--- config.mk ---
export PLATFORM = sky130hd
export DESIGN_NAME = aud_dsp_pm
export DESIGN_NICKNAME = d
export VERILOG_FILES = /design/src/rtl/aud_pkg.sv /design/src/rtl/aud_div_seq.sv /design/src/rtl/aud_dsp_pm.sv
export SDC_FILE = /design/constraint.sdc
export NUM_CORES = 1
export LEC_CHECK = 0
export BUFFER_PORTS_ARGS = -buffer_cell sky130_fd_sc_hd__buf_2
export CAP_MARGIN = 20
export CELL_PAD_IN_SITES_DETAIL_PLACEMENT = 1
export CELL_PAD_IN_SITES_GLOBAL_PLACEMENT = 2
export CORE_MARGIN = 5
export CORE_UTILIZATION = 35
export CTS_BUF_LIST = sky130_fd_sc_hd__clkbuf_8 sky130_fd_sc_hd__clkbuf_16
export DETAILED_ROUTE_END_ITERATION = 8
export GPL_ROUTABILITY_DRIVEN = 0
export PLACE_DENSITY_LB_ADDON = 0.1
export SLEW_MARGIN = 10
export SYNTH_ARGS = -nofsm -noshare
export SYNTH_HDL_FRONTEND = slang
export SYNTH_SLANG_ARGS = --single-unit
--- constraint.sdc ---
create_clock -name i_clk -period 7.03 [get_ports i_clk]
set_input_delay 1.406 -clock i_clk [delete_from_list [all_inputs] [get_ports i_clk]]
set_output_delay 1.406 -clock i_clk [all_outputs]
set_load 0.1 [all_outputs]
--- src/rtl/aud_pkg.sv ---
// Shared definitions for the audio playback DSP: default widths and FSM state encodings.
package aud_pkg;

  localparam int AUD_DATA_W  = 16;
  localparam int AUD_ADDR_W  = 20;
  localparam int AUD_SPEED_W = 3;

  typedef enum logic [2:0] {
    ST_IDLE      = 3'd0,
    ST_WAIT_LRCK = 3'd1,
    ST_FETCH0    = 3'd2,
    ST_FETCH1    = 3'd3,
    ST_CALC      = 3'd4,
    ST_PAUSE     = 3'd5
  } state_t;

endpackage

--- src/rtl/aud_div_seq.sv ---
// Sequential signed restoring divider: signed numerator over an unsigned non-zero
// divisor, quotient truncated toward zero, one quotient bit per clock.
module aud_div_seq #(
  parameter int NUM_W = 20,
  parameter int DEN_W = 4,
  parameter int QUO_W = 16
) (
  input  logic                    clk,
  input  logic                    rst,
  input  logic                    start,
  input  logic                    abort,
  input  logic signed [NUM_W-1:0] num,
  input  logic        [DEN_W-1:0] den,
  output logic                    busy,
  output logic                    done,
  output logic signed [QUO_W-1:0] quo
);

  localparam int CW = $clog2(NUM_W + 1);

  logic [DEN_W-1:0] rem_q, den_q, rem_in, den_in, rem_n;
  logic [NUM_W-1:0] acc_q, acc_in, acc_n, mag;
  logic [DEN_W:0]   rem_sh;
  logic [CW-1:0]    cnt_q;
  logic             neg_q, ge;
  logic [QUO_W-1:0] quo_t;

  // The start cycle already performs the first iteration, saving a clock.
  always_comb begin
    mag    = num[NUM_W-1] ? -num : num;
    rem_in = start ? '0 : rem_q;
    acc_in = start ? mag : acc_q;
    den_in = start ? den : den_q;
    rem_sh = {rem_in, acc_in[NUM_W-1]};
    ge     = (rem_sh >= {1'b0, den_in});
    rem_n  = ge ? DEN_W'(rem_sh - {1'b0, den_in}) : rem_sh[DEN_W-1:0];
    acc_n  = {acc_in[NUM_W-2:0], ge};
    quo_t  = acc_q[QUO_W-1:0];
    quo    = neg_q ? -quo_t : quo_t;
  end

  always_ff @(posedge clk or posedge rst) begin
    if (rst) begin
      rem_q <= '0;
      den_q <= '0;
      acc_q <= '0;
      cnt_q <= '0;
      neg_q <= 1'b0;
      busy  <= 1'b0;
      done  <= 1'b0;
    end else if (abort) begin
      busy <= 1'b0;
      done <= 1'b0;
    end else begin
      done <= 1'b0;
      if (start) begin
        rem_q <= rem_n;
        acc_q <= acc_n;
        den_q <= den;
        neg_q <= num[NUM_W-1];
        cnt_q <= CW'(NUM_W - 1);
        busy  <= 1'b1;
      end else if (busy) begin
        rem_q <= rem_n;
        acc_q <= acc_n;
        cnt_q <= cnt_q - 1'b1;
        if (cnt_q == CW'(1)) begin
          busy <= 1'b0;
          done <= 1'b1;
        end
      end
    end
  end

endmodule

--- src/rtl/aud_dsp_pm.sv ---
// Playback engine: reads PCM from SRAM once per DAC frame with fast/slow/reverse
// speed modes and optional linear interpolation between neighbouring samples.
//
// state     | meaning
// IDLE      | stopped, output forced to zero
// WAIT_LRCK | waiting for the next DAC frame rising edge
// FETCH0    | SRAM address = cursor, s0 captured at end of cycle
// FETCH1    | SRAM address = neighbour, s1 captured at end of cycle
// CALC      | produce sample (direct or via divider), then advance cursor
// PAUSE     | halted with cursor and sub-step retained, output zero
module aud_dsp_pm
  import aud_pkg::*;
#(
  parameter int DATA_W  = AUD_DATA_W,
  parameter int ADDR_W  = AUD_ADDR_W,
  parameter int SPEED_W = AUD_SPEED_W
) (
  input  logic                     i_clk,
  input  logic                     i_rst,
  input  logic                     i_start,
  input  logic                     i_pause,
  input  logic                     i_stop,
  input  logic                     i_fast,
  input  logic                     i_interp,
  input  logic                     i_reverse,
  input  logic [SPEED_W-1:0]       i_speed,
  input  logic [ADDR_W-1:0]        i_end_addr,
  input  logic                     i_daclrck,
  output logic [ADDR_W-1:0]        o_sram_addr,
  input  logic signed [DATA_W-1:0] i_sram_data,
  output logic signed [DATA_W-1:0] o_dac_data,
  output logic                     o_dac_valid,
  output logic                     o_done,
  output logic [2:0]               o_state
);

  localparam int NUM_W = DATA_W + SPEED_W + 1;
  localparam int NW    = SPEED_W + 1;
  localparam int AW1   = ADDR_W + 1;

  state_t                    state;
  logic [ADDR_W-1:0]         cursor, next_cursor, nb_addr;
  logic [SPEED_W-1:0]        k, k_next, speed_l;
  logic                      fast_l, interp_l, rev_l;
  logic                      pause_pend, lrck_q, div_launched, end_pend;
  logic signed [DATA_W-1:0]  s0, s1, out_val;

  logic [NW-1:0]             n_val, n_minus_k;
  logic [AW1-1:0]            step, fwd_sum, rev_diff;
  logic                      wrap, use_div, at_end, nb_oob, lrck_rise;
  logic                      div_start, div_busy, div_done, out_now;
  logic signed [NUM_W-1:0]   s0_x, s1_x, w0_x, w1_x, num;
  logic signed [DATA_W-1:0]  div_quo;

  always_comb begin
    n_val     = {1'b0, speed_l} + NW'(1);
    wrap      = (k == speed_l);
    n_minus_k = n_val - {1'b0, k};
    use_div   = interp_l && !fast_l && (speed_l != '0);
    step      = fast_l ? AW1'(n_val) : (wrap ? AW1'(1) : '0);
    // The extra top bit is the carry (forward) or borrow (reverse) past the track.
    fwd_sum     = {1'b0, cursor} + step;
    rev_diff    = {1'b0, cursor} - step;
    at_end      = rev_l ? rev_diff[ADDR_W] : (fwd_sum > {1'b0, i_end_addr});
    next_cursor = rev_l ? rev_diff[ADDR_W-1:0] : fwd_sum[ADDR_W-1:0];
    k_next      = (fast_l || wrap) ? '0 : k + 1'b1;
    nb_oob      = rev_l ? (cursor == '0) : (cursor >= i_end_addr);
    nb_addr     = rev_l ? cursor - 1'b1 : cursor + 1'b1;
    s0_x        = NUM_W'(s0);
    s1_x        = NUM_W'(s1);
    w0_x        = NUM_W'(n_minus_k);
    w1_x        = NUM_W'(k);
    num         = s0_x * w0_x + s1_x * w1_x;
    lrck_rise   = i_daclrck && !lrck_q;
    div_start   = (state == ST_CALC) && use_div && !div_launched && !div_busy && !end_pend;
    out_now     = (state == ST_CALC) && !end_pend && (use_div ? div_done : 1'b1);
    out_val     = use_div ? div_quo : s0;
  end

  aud_div_seq #(
    .NUM_W (NUM_W),
    .DEN_W (NW),
    .QUO_W (DATA_W)
  ) u_div (
    .clk   (i_clk),
    .rst   (i_rst),
    .start (div_start),
    .abort (i_stop),
    .num   (num),
    .den   (n_val),
    .busy  (div_busy),
    .done  (div_done),
    .quo   (div_quo)
  );

  always_ff @(posedge i_clk or posedge i_rst) begin
    if (i_rst) begin
      state        <= ST_IDLE;
      cursor       <= '0;
      k            <= '0;
      speed_l      <= '0;
      fast_l       <= 1'b0;
      interp_l     <= 1'b0;
      rev_l        <= 1'b0;
      pause_pend   <= 1'b0;
      lrck_q       <= 1'b0;
      div_launched <= 1'b0;
      end_pend     <= 1'b0;
      s0           <= '0;
      s1           <= '0;
      o_sram_addr  <= '0;
      o_dac_data   <= '0;
      o_dac_valid  <= 1'b0;
      o_done       <= 1'b0;
    end else begin
      lrck_q      <= i_daclrck;
      o_dac_valid <= 1'b0;
      o_done      <= 1'b0;
      if (i_stop) begin
        state        <= ST_IDLE;
        cursor       <= '0;
        k            <= '0;
        pause_pend   <= 1'b0;
        div_launched <= 1'b0;
        end_pend     <= 1'b0;
        o_sram_addr  <= '0;
        o_dac_data   <= '0;
      end else begin
        if (i_pause && (state inside {ST_WAIT_LRCK, ST_FETCH0, ST_FETCH1, ST_CALC}))
          pause_pend <= 1'b1;
        case (state)
          ST_IDLE: begin
            o_dac_data <= '0;
            if (i_start) begin
              cursor     <= i_reverse ? i_end_addr : '0;
              k          <= '0;
              pause_pend <= 1'b0;
              state      <= ST_WAIT_LRCK;
            end
          end
          ST_WAIT_LRCK: begin
            if (pause_pend) begin
              pause_pend <= 1'b0;
              o_dac_data <= '0;
              state      <= ST_PAUSE;
            end else if (lrck_rise) begin
              fast_l      <= i_fast;
              interp_l    <= i_interp;
              rev_l       <= i_reverse;
              speed_l     <= i_speed;
              o_sram_addr <= cursor;
              state       <= ST_FETCH0;
            end
          end
          ST_FETCH0: begin
            s0           <= i_sram_data;
            div_launched <= 1'b0;
            end_pend     <= 1'b0;
            if (use_div) begin
              o_sram_addr <= nb_addr;
              state       <= ST_FETCH1;
            end else begin
              state <= ST_CALC;
            end
          end
          ST_FETCH1: begin
            s1    <= nb_oob ? s0 : i_sram_data;
            state <= ST_CALC;
          end
          ST_CALC: begin
            if (div_start)
              div_launched <= 1'b1;
            // End of track: the last sample goes out first, o_done one cycle later.
            if (end_pend) begin
              o_done     <= 1'b1;
              o_dac_data <= '0;
              pause_pend <= 1'b0;
              end_pend   <= 1'b0;
              state      <= ST_IDLE;
            end else if (out_now) begin
              o_dac_data  <= out_val;
              o_dac_valid <= 1'b1;
              if (at_end) begin
                end_pend <= 1'b1;
              end else begin
                cursor <= next_cursor;
                k      <= k_next;
                state  <= ST_WAIT_LRCK;
              end
            end
          end
          ST_PAUSE: begin
            o_dac_data <= '0;
            if (i_start)
              state <= ST_WAIT_LRCK;
          end
          default: state <= ST_IDLE;
        endcase
      end
    end
  end

  assign o_state = state;

endmodule

Word level (Yosys, flattened, before mapping)

Index checks and enable logic that the tools add are counted.

Register bits after elaboration: 142
Bits of input ports: 48
Logic and storage cells: 182

$add $sub $neg: 12
Multiply operators: 2
Magnitude comparators: 3
Equality and inequality tests: 20
Mux-type cells: 83
Bitwise gates (word level): 2
Reduce and logical (&&, ||, !) cells: 36

Operators with widths:

| cell                                                | count |
|---|---|
| 2-to-1 mux 20 bit                                   | 16 |
| 2-to-1 mux 16 bit                                   | 7 |
| one-hot mux 20 bit (2 select lines)                 | 2 |
| one-hot mux 16 bit (3 select lines)                 | 1 |
| 2-to-1 mux 3 bit                                    | 14 |
| 2-to-1 mux 1 bit                                    | 30 |
| 2-to-1 mux 4 bit                                    | 6 |
| != test 3 bit (second input constant)               | 8 |
| adder 20 x 4 -> 21 bit                              | 1 |
| greater-than comparator 21 x 20 -> 1 bit            | 1 |
| subtractor 20 x 4 -> 21 bit                         | 1 |
| adder 20 x 1 -> 20 bit (second input constant)      | 1 |
| adder 20 bit                                        | 1 |
| >= comparator 20 bit                                | 1 |
| zero test 20 bit                                    | 1 |
| multiplier 16 x 4 -> 20 bit                         | 1 |
| multiplier 16 x 5 -> 20 bit                         | 1 |
| negation 20 bit                                     | 1 |
| subtractor 20 x 1 -> 20 bit (second input constant) | 1 |
| negation 16 bit                                     | 1 |
| one-hot mux 3 bit (5 select lines)                  | 1 |
| != test 4 bit (second input constant)               | 3 |
| AND reduction 4 bit                                 | 3 |
| nonzero test 3 bit                                  | 4 |
| other kinds (28)                                    | 51 |

Logic depth before layout (Yosys ltp)

Gate-level depths: netlist of run 1.

Depth after elaboration: 12
Depth in mapped cells: 35
Mapped depth without buffers: 32

Hierarchy

A second synthesis of run 1 with hierarchy kept.

Cells, all modules: 1,693
Area, all modules: 14,996.9 µm²

By module, submodules not included:

| module      | times used | cells an instance | area each (µm²) | seq. area each (µm²) |
|---|---|---|---|---|
| aud_dsp_pm  | 1          | 1,388             | 12,359.4        | 2,652.5 |
| aud_div_seq | 1          | 305               | 2,637.5         | 900.9 |

Worst setup path before layout of run 1

No wires, ideal clock.

Path type: flip-flop to flip-flop
Start: register speed_l[0]
End: register u_div.rem_q[1]
Arrival: 7,421 ps
Required time: 6,898 ps
Path slack: -523 ps
Cell stages (with the launch flop): 32
Path buffers: 3
Path through: dfrtp_1 inv_1 ha_1 inv_1 fa_1 xnor2_1 clkbuf_1 nand2_1 fa_1 inv_1 fa_1 fa_1 inv_1 fa_1 inv_1 ha_1 buf_6 a21oi_1 o21ai_1 or4_1 nand3_1 a221o_1 and2_1 clkbuf_1 nand4_1 nor4b_2 a21oi_1 ha_1 a41o_1 a221oi_2 mux2i_1 o21ai_1

Word-level cells in the longest chain between the ends: 11
Elaborated cells on any way between the ends: 22
Those cells by class: 5 x add/sub; 1 x mul; 1 x order compare; 7 x mux; 8 x reduce/logical

RTL lines:

| what                                                                    | RTL line                             | RTL |
|---|---|---|
| start, declared                                                         | aud_dsp_pm.sv:43                     | `logic [SPEED_W-1:0] k, k_next, speed_l;` |
| start signal, assigned                                                  | aud_dsp_pm.sv:150                    | `speed_l <= i_speed;` |
| adder 3 x 1 -> 4 bit / nonzero test 3 bit (equally long branches)       | aud_dsp_pm.sv:56, aud_dsp_pm.sv:59   |  |
| subtractor 4 x 3 -> 4 bit / logical AND 1 bit (equally long branches)   | aud_dsp_pm.sv:58, aud_dsp_pm.sv:59   |  |
| multiplier 16 x 5 -> 20 bit / logical AND 1 bit (equally long branches) | aud_dsp_pm.sv:73, aud_dsp_pm.sv:75   |  |
| adder 20 bit / logical AND 1 bit (equally long branches)                | aud_dsp_pm.sv:73, aud_dsp_pm.sv:75   |  |
| negation 20 bit / logical AND 1 bit (equally long branches)             | aud_div_seq.sv:30, aud_dsp_pm.sv:75  |  |
| 2-to-1 mux 20 bit / logical AND 1 bit (equally long branches)           | aud_div_seq.sv:30, aud_dsp_pm.sv:75  |  |
| 2-to-1 mux 20 bit (tied with other cells)                               | aud_div_seq.sv:32                    | `acc_in = start ? mag : acc_q;` |
| subtractor 4 bit / >= comparator 5 x 4 -> 1 bit (equally long branches) | aud_div_seq.sv:36, aud_div_seq.sv:35 |  |
| 2-to-1 mux 4 bit                                                        | aud_div_seq.sv:36                    | `rem_n = ge ? DEN_W'(rem_sh - {1'b0, den_in}) : rem_sh[DEN_W-1:0];` |
| 2-to-1 mux 4 bit                                                        | aud_div_seq.sv:63                    | `end else if (busy) begin` |
| 2-to-1 mux 4 bit                                                        | aud_div_seq.sv:56                    | `if (start) begin` |
| end signal, assigned                                                    | aud_div_seq.sv:57                    | `rem_q <= rem_n;` |
| end signal, assigned                                                    | aud_div_seq.sv:64                    | `rem_q <= rem_n;` |
| end, declared                                                           | aud_div_seq.sv:21                    | `logic [DEN_W-1:0] rem_q, den_q, rem_in, den_in, rem_n;` |

Parallel ways exist; a longest one is shown, timed or not. The select of a mux whose other input is x is not followed.
A chain may end at the register's enable or synchronous reset.

Worst setup path in the final report of run 1

Start: register speed_l[0]
End: register u_div.rem_q[0]

Same word-level chain as after synthesis.

==> results.yml, run 1 <==
setup_path:
  path_max_fanout: 7
  arrival_ns: 7.60
  cp_data_required_time_ns: 7.42
  worst_path_largest_cell_delay_ns: 0.55
  cp-end-kind: "register"
  critPathLaunchType: "register"
  crit_slowest_cell: "or4_4"
  path_class: "reg2reg"
  cp_common_cell: "fa_1"
timing:
  setup_viol: 4
  skew_ns: 0.009078
  grt_setup_unrepaired: "yes"
  slew_headroom: 0.2642
  worst_pin_slew_ns: 1.092
  slew_violations: 0
  fin_crit_sh: 1.027
  min_period_ns: 7.218
  fin_ws_ns: -0.1881
  fin_hold_ws_ns: 0.4787
  finalHoldViolCount: 0
  fmax_mhz: 138.5
cells_and_area:
  nNetsFinal: 2233
  area_growth_syn_to_layout_pct: 20.70
  n_fill_cell: 5096
  stdcell_area_um2: 18290
  multi_input_area_um2: 11030
  utilization: 0.4254
  drive_gt1_frac: 0.2083
  fin_cells: 2558
  n_antenna_cell: 0
  register_area_um2: 3555
cts:
  cts_max_level: 4
  clockRootBuffer: "clkbuf_16"
  clkTransAtPathRegs_ns: 0.07
  cts_tree: "yes"
  cts-buffers-inserted: 17
  clkLatencyLatePin_ns: 0.49
  clkSinkCount: 142
  cts_max_path_buffers: 2
placement:
  placed_cells: 2492
  dp_hpwl_um: 40990
  io_buffers: 88
  placed_cell_area_um2: 16980
logic_synthesis:
  synthArstFlopShare: 1.000
  yosysTopAreaCellShare: 0.2346
  synth-edff-count: 0
  synth.distinct_cells: 96
  syn-cell-area_um2: 15150
  postSynthAreaPerCell_um2: 8.435
  syn_inst: 1796
  ys.flop_type: "dfrtp_1"
  synth_nets: 2069
  ys_top_cells_by_area: "dfrtp_1 23%, ha_1 12%, fa_1 11%"
  synth.most_common_cell: "inv_1"
  yosysSeqAreaShare: 0.2346
  synth_top_area_cell: "dfrtp_1"
  ys_top_cells_by_count: "188 x inv_1, 155 x nand2_1, 142 x dfrtp_1, 140 x ha_1, 139 x nor2_1"
  yosysWarningCount: 0
  ys_ff_latch: 142
drt:
  ant_nets: 0
  first_iter_violations: 502
  viasPerCell: 5.364
  routed_wl_um: 54010
  wire_per_inst_um: 21.11
  first_pass_iters: 5
  drcViolationCount: 0
  num_vias: 13722
die:
  die-area_um2: 47550
  start_util: 0.3525
  fp.dieW_um: 218.1
  core-area_um2: 42980
  rows: 76
  die_y_um: 218.1
  ioPinCount: 89
grt:
  grt_overflow: 0
  grt_pass1_vias: 14907
  grt_antenna_before_repair: 1
  grt_first_pass_wirelength_um: 85700
  grt_max_degree: 75
  grt_usage: 0.2324
job:
  maxCapViolCount: 0
hold_path:
  hold_path_class: "reg2reg"
status:
  failed_checks: "setup timing"
  status: "finished with violations"
-- path summary, 6_finish.rpt --
path	startpoint	endpoint	slack [ns]	depth (start not counted)
worst min register to register	u_div.den_q[2]	u_div.den_q[2]	0.48	2
worst max register to register	speed_l[0]	u_div.rem_q[0]	-0.19	32
worst max-delay path	speed_l[0]	u_div.rem_q[0]	-0.19	32
min in group asynchronous	i_rst	cursor[9]	1.07	2
max in group asynchronous	i_rst	rev_l	4.39	3
worst min-delay path	u_div.den_q[2]	u_div.den_q[2]	0.48	2
-- cell usage in the layout, fill, tap and decap left out, drive strengths merged, types with 22 or more instances in the layout --
cell,count
a211oi,24
a21o,24
a21oi,122
a311oi,24
and2,75
and3,22
buf,238
dfrtp,142
fa,85
ha,140
inv,193
mux2,24
nand2,155
nand2b,36
nand3,22
nor2,142
nor3,28
o21ai,106
xnor2,49
xor2,38
-- repair_timing --
action,CTS,global route
setup endpoints to repair,5,18
setup buffers,23,16
pin swaps,64,35
gates resized for setup,52,42
hold buffers,0,0
hold endpoints to repair,0,0
-- cell families after synthesis --
logic type,count (synthesis),share of synthesized area
DFF,142,0.2346
AOI/OAI and AO/OA,440,0.1892
muxes,38,0.02709
adders and majority gates,225,0.2279
buffers and inverters,283,0.07417
xor gates and xnor gates,87,0.05079
and+or+nand+nor,581,0.1962
-- sequential cells by signal (all words and copies together) (netlist names), 3 cells and up --
register,count
s1,16
u_div.cnt_q,5
o_sram_addr,20
s0,16
speed_l,3
u_div.acc_q,20
u_div.rem_q,4
o_state,3
u_div.den_q,4
o_dac_data,16
cursor,20
k,3
-- layout make-up --
type,instances,area share
clock buffer,18,0.02402
clock inverter,14,0.007801
inverter,190,0.03941
multi-input combinational,1371,0.6035
sequential,142,0.1944
tap,585,0.04003
timing repair buffer,238,0.09087
-- per-layer routing --
layer / vias to the layer above / GRT usage / wire (um)
met4: 0 / 0.07913 / 1759
li1: 6526 / - / -
met1: 6927 / 0.2858 / 23250
met3: 70 / 0.03637 / 1330
met2: 199 / 0.4146 / 27660
met5: - / 0 / 0
-- through the flow --
step / setup slack, ns / setup TNS, ns
after detailed placement: -0.5649 / -2.346
after floorplan: -0.0001172 / -0.0001172
after global routing: -0.4620 / -2.085
after global placement: -0.3934 / -1.631
after CTS: -0.1965 / -0.5384
final: -0.1881 / -0.5874
-- worst max-delay path: cells and delay by family, from the launching register on --
family,cells,cell delay [ns]
buffers and inverters,9,0.87
adder cells (fa/ha/maj),8,3.08
AND/OR/NAND/NOR,8,1.39
AO/OA/AOI/OAI,6,1.19
flip-flops,1,0.39
XOR/XNOR,1,0.17
Power of run 1 is not shown: default switching activity piles up to over one toggle a cycle in this logic, so the estimate is an artifact.
==> run 2, diff against run 1 <==
--- a/config.mk
+++ b/config.mk
@@ -5,12 +5,13 @@
 export SDC_FILE = /design/constraint.sdc
 export NUM_CORES = 1
 export LEC_CHECK = 0
+export ABC_AREA = 1
 export BUFFER_PORTS_ARGS = -buffer_cell sky130_fd_sc_hd__buf_2
 export CAP_MARGIN = 20
 export CELL_PAD_IN_SITES_DETAIL_PLACEMENT = 1
 export CELL_PAD_IN_SITES_GLOBAL_PLACEMENT = 2
 export CORE_MARGIN = 5
-export CORE_UTILIZATION = 35
+export CORE_UTILIZATION = 32
 export CTS_BUF_LIST = sky130_fd_sc_hd__clkbuf_8 sky130_fd_sc_hd__clkbuf_16
 export DETAILED_ROUTE_END_ITERATION = 8
 export GPL_ROUTABILITY_DRIVEN = 0
==> results.yml, run 2 <==
status:
  status: "complete, no violations"
cts:
  ctsHoldBuffers: 0
  clkSinkCount: 142
  clockRootBuffer: "clkbuf_16"
  cts_max_path_buffers: 2
  clkLatencyLatePin_ns: 0.49
  clkTransAtPathRegs_ns: 0.07
  cts-buffers-inserted: 17
  cts_max_level: 4
  cts_tree: "yes"
logic_synthesis:
  synth_top_area_cell: "dfrtp_1"
  synth_nets: 2557
  synth-edff-count: 0
  synth.distinct_cells: 57
  ys_top_cells_by_area: "dfrtp_1 23%, nand2_1 14%, ha_1 11%"
  synth.most_common_cell: "nand2_1"
  ys_ff_latch: 142
  yosysWarningCount: 0
  ys_top_cells_by_count: "598 x nand2_1, 399 x inv_1, 195 x nor2_1, 174 x o21ai_0, 157 x nand3_1"
  ys.flop_type: "dfrtp_1"
  yosysTopAreaCellShare: 0.2274
  syn_inst: 2284
  postSynthAreaPerCell_um2: 6.842
  syn-cell-area_um2: 15630
  synthArstFlopShare: 1.000
  yosysSeqAreaShare: 0.2274
grt:
  grt_first_pass_wirelength_um: 92440
  grt_antenna_before_repair: 1
  grt_usage: 0.2223
  grt_max_degree: 70
  grt_overflow: 0
  grt_pass1_vias: 16422
cells_and_area:
  n_fill_cell: 6189
  drive_gt1_frac: 0.1250
  area_growth_syn_to_layout_pct: 14.97
  top_regs: "cursor x20, o_sram_addr x20, u_div.acc_q x20"
  most-common-layout-cells: "583 x nand2_1, 393 x inv_1, 187 x nor2_1, 173 x o21ai_0, 154 x nand3_1"
  final_common_cell: "nand2_1"
  n_antenna_cell: 0
  nNetsFinal: 2662
timing:
  worst_pin_slew_ns: 0.9593
  setup_viol: 0
  slew_headroom: 0.3581
  finalHoldViolCount: 0
  min_period_ns: 6.679
  setup_tns_ns: 0
  slew_violations: 0
  fmax_mhz: 149.7
  fin_crit_sh: 0.9501
  skew_ns: 0.01158
job:
  maxCapViolCount: 0
setup_path:
  arrival_ns: 7.07
  cp_data_required_time_ns: 7.42
  critical-path-top-delay-family: "adder cells"
  crit_slowest_cell: "fa_1"
  critPathLaunchType: "register"
  r2r_start: "speed_l[1]"
  worst_path_largest_cell_delay_ns: 0.53
  r2r_end: "u_div.rem_q[1]"
  crit_buf_inv: 11
  cp-end-kind: "register"
  regToRegSetupSlack_ns: 0.35
  path_class: "reg2reg"
  reg2reg_depth: 37
  path_max_fanout: 12
die:
  core-area_um2: 48650
  die-area_um2: 53350
  die_y_um: 231.0
  ioPinCount: 89
  fp.dieW_um: 231.0
  start_util: 0.3212
  rows: 81
drt:
  first_iter_violations: 638
  routed_wl_um: 58370
  drcViolationCount: 0
  ant_nets: 0
  viasPerCell: 5.034
  wire_per_inst_um: 19.32
  first_pass_iters: 7
  num_vias: 15214
hold_path:
  hold_path_class: "reg2reg"
  hold_depth: 2
  hold_end: "u_div.rem_q[0]"
  min_from: "u_div.rem_q[0]"
placement:
  io_buffers: 88
  dp_hpwl_um: 46830
run 2: cell count changes after synthesis, moves of 56 or more:
cell	change
nand2_1	+443
inv_1	+211
nand3_1	+137
o21ai_0	+84
and2_1	-74
nor2_1	+56
run 2: stage by stage:
step	instance area (um2)	instances	utilization	setup WS (ns)	hold slack, ns
2_1_floorplan	15630	2284	-	0.2967	0.4447
3_3_place_gp	16960	2979	0.3487	0.03316	0.4599
3_5_place_dp	16960	2979	0.3487	-0.06568	0.4688
4_1_cts	17580	3009	0.3613	0.01597	0.4880
5_1_grt	17970	3022	0.3693	-0.03666	0.5092
6_report	17970	3022	0.3693	0.3509	0.4820
run 2: cell families after synthesis:
logic type,Yosys count,synth area share
mux,1,0.0006406
xor+xnor,29,0.01625
compound gates,366,0.1328
fa+ha+maj,225,0.2210
flops,142,0.2274
buf+inv,484,0.1218
simple gates,1037,0.2801
run 2: final cells by class:
type / instances / area [um2] / share of cell area
well taps: 622 / 778.2 / 0.04332
multi-input cells: 1658 / 10480 / 0.5834
clock buffers: 18 / 439.2 / 0.02444
flip-flops and latches: 142 / 3553 / 0.1978
repair buffers: 160 / 1010 / 0.05620
inverters: 410 / 1545 / 0.08601
clock inverters: 12 / 158.9 / 0.008845
run 2: metal layers:
metal / wire, um / GRT usage / vias up
met4: 1934 / 0.07801 / 2
met3: 1264 / 0.03247 / 72
met5: 8 / 0 / -
li1: - / - / 7460
met1: 26030 / 0.2721 / 7521
met2: 29140 / 0.3986 / 159
run 2: worst max-delay path by stage:
stage,startpoint,endpoint,cells after the start
after floorplan,speed_l[0],u_div.rem_q[1],37
after global placement,speed_l[0],u_div.rem_q[0],37
after detailed placement,speed_l[0],u_div.rem_q[0],36
after CTS,speed_l[0],u_div.rem_q[0],35
after global routing,speed_l[0],u_div.rem_q[1],38
final,speed_l[1],u_div.rem_q[1],37
run 2: repair_timing:
| action | in CTS | in global routing |
|---|---|---|
| buffers inserted | 0 | 12 |
| setup endpoints to repair | 4 | 5 |
| resized for setup | 5 | 68 |
| pin swaps | 0 | 18 |
run 2: worst reg2reg max path: cells and delay by family, from the launching register on:
family          cells  cell delay [ns]
fa+ha+maj           8             3.07
simple gates       13             1.62
buf+inv            11             1.00
compound gates      5             0.51
flops               1             0.40
Power of run 2 is left out for the same reason.
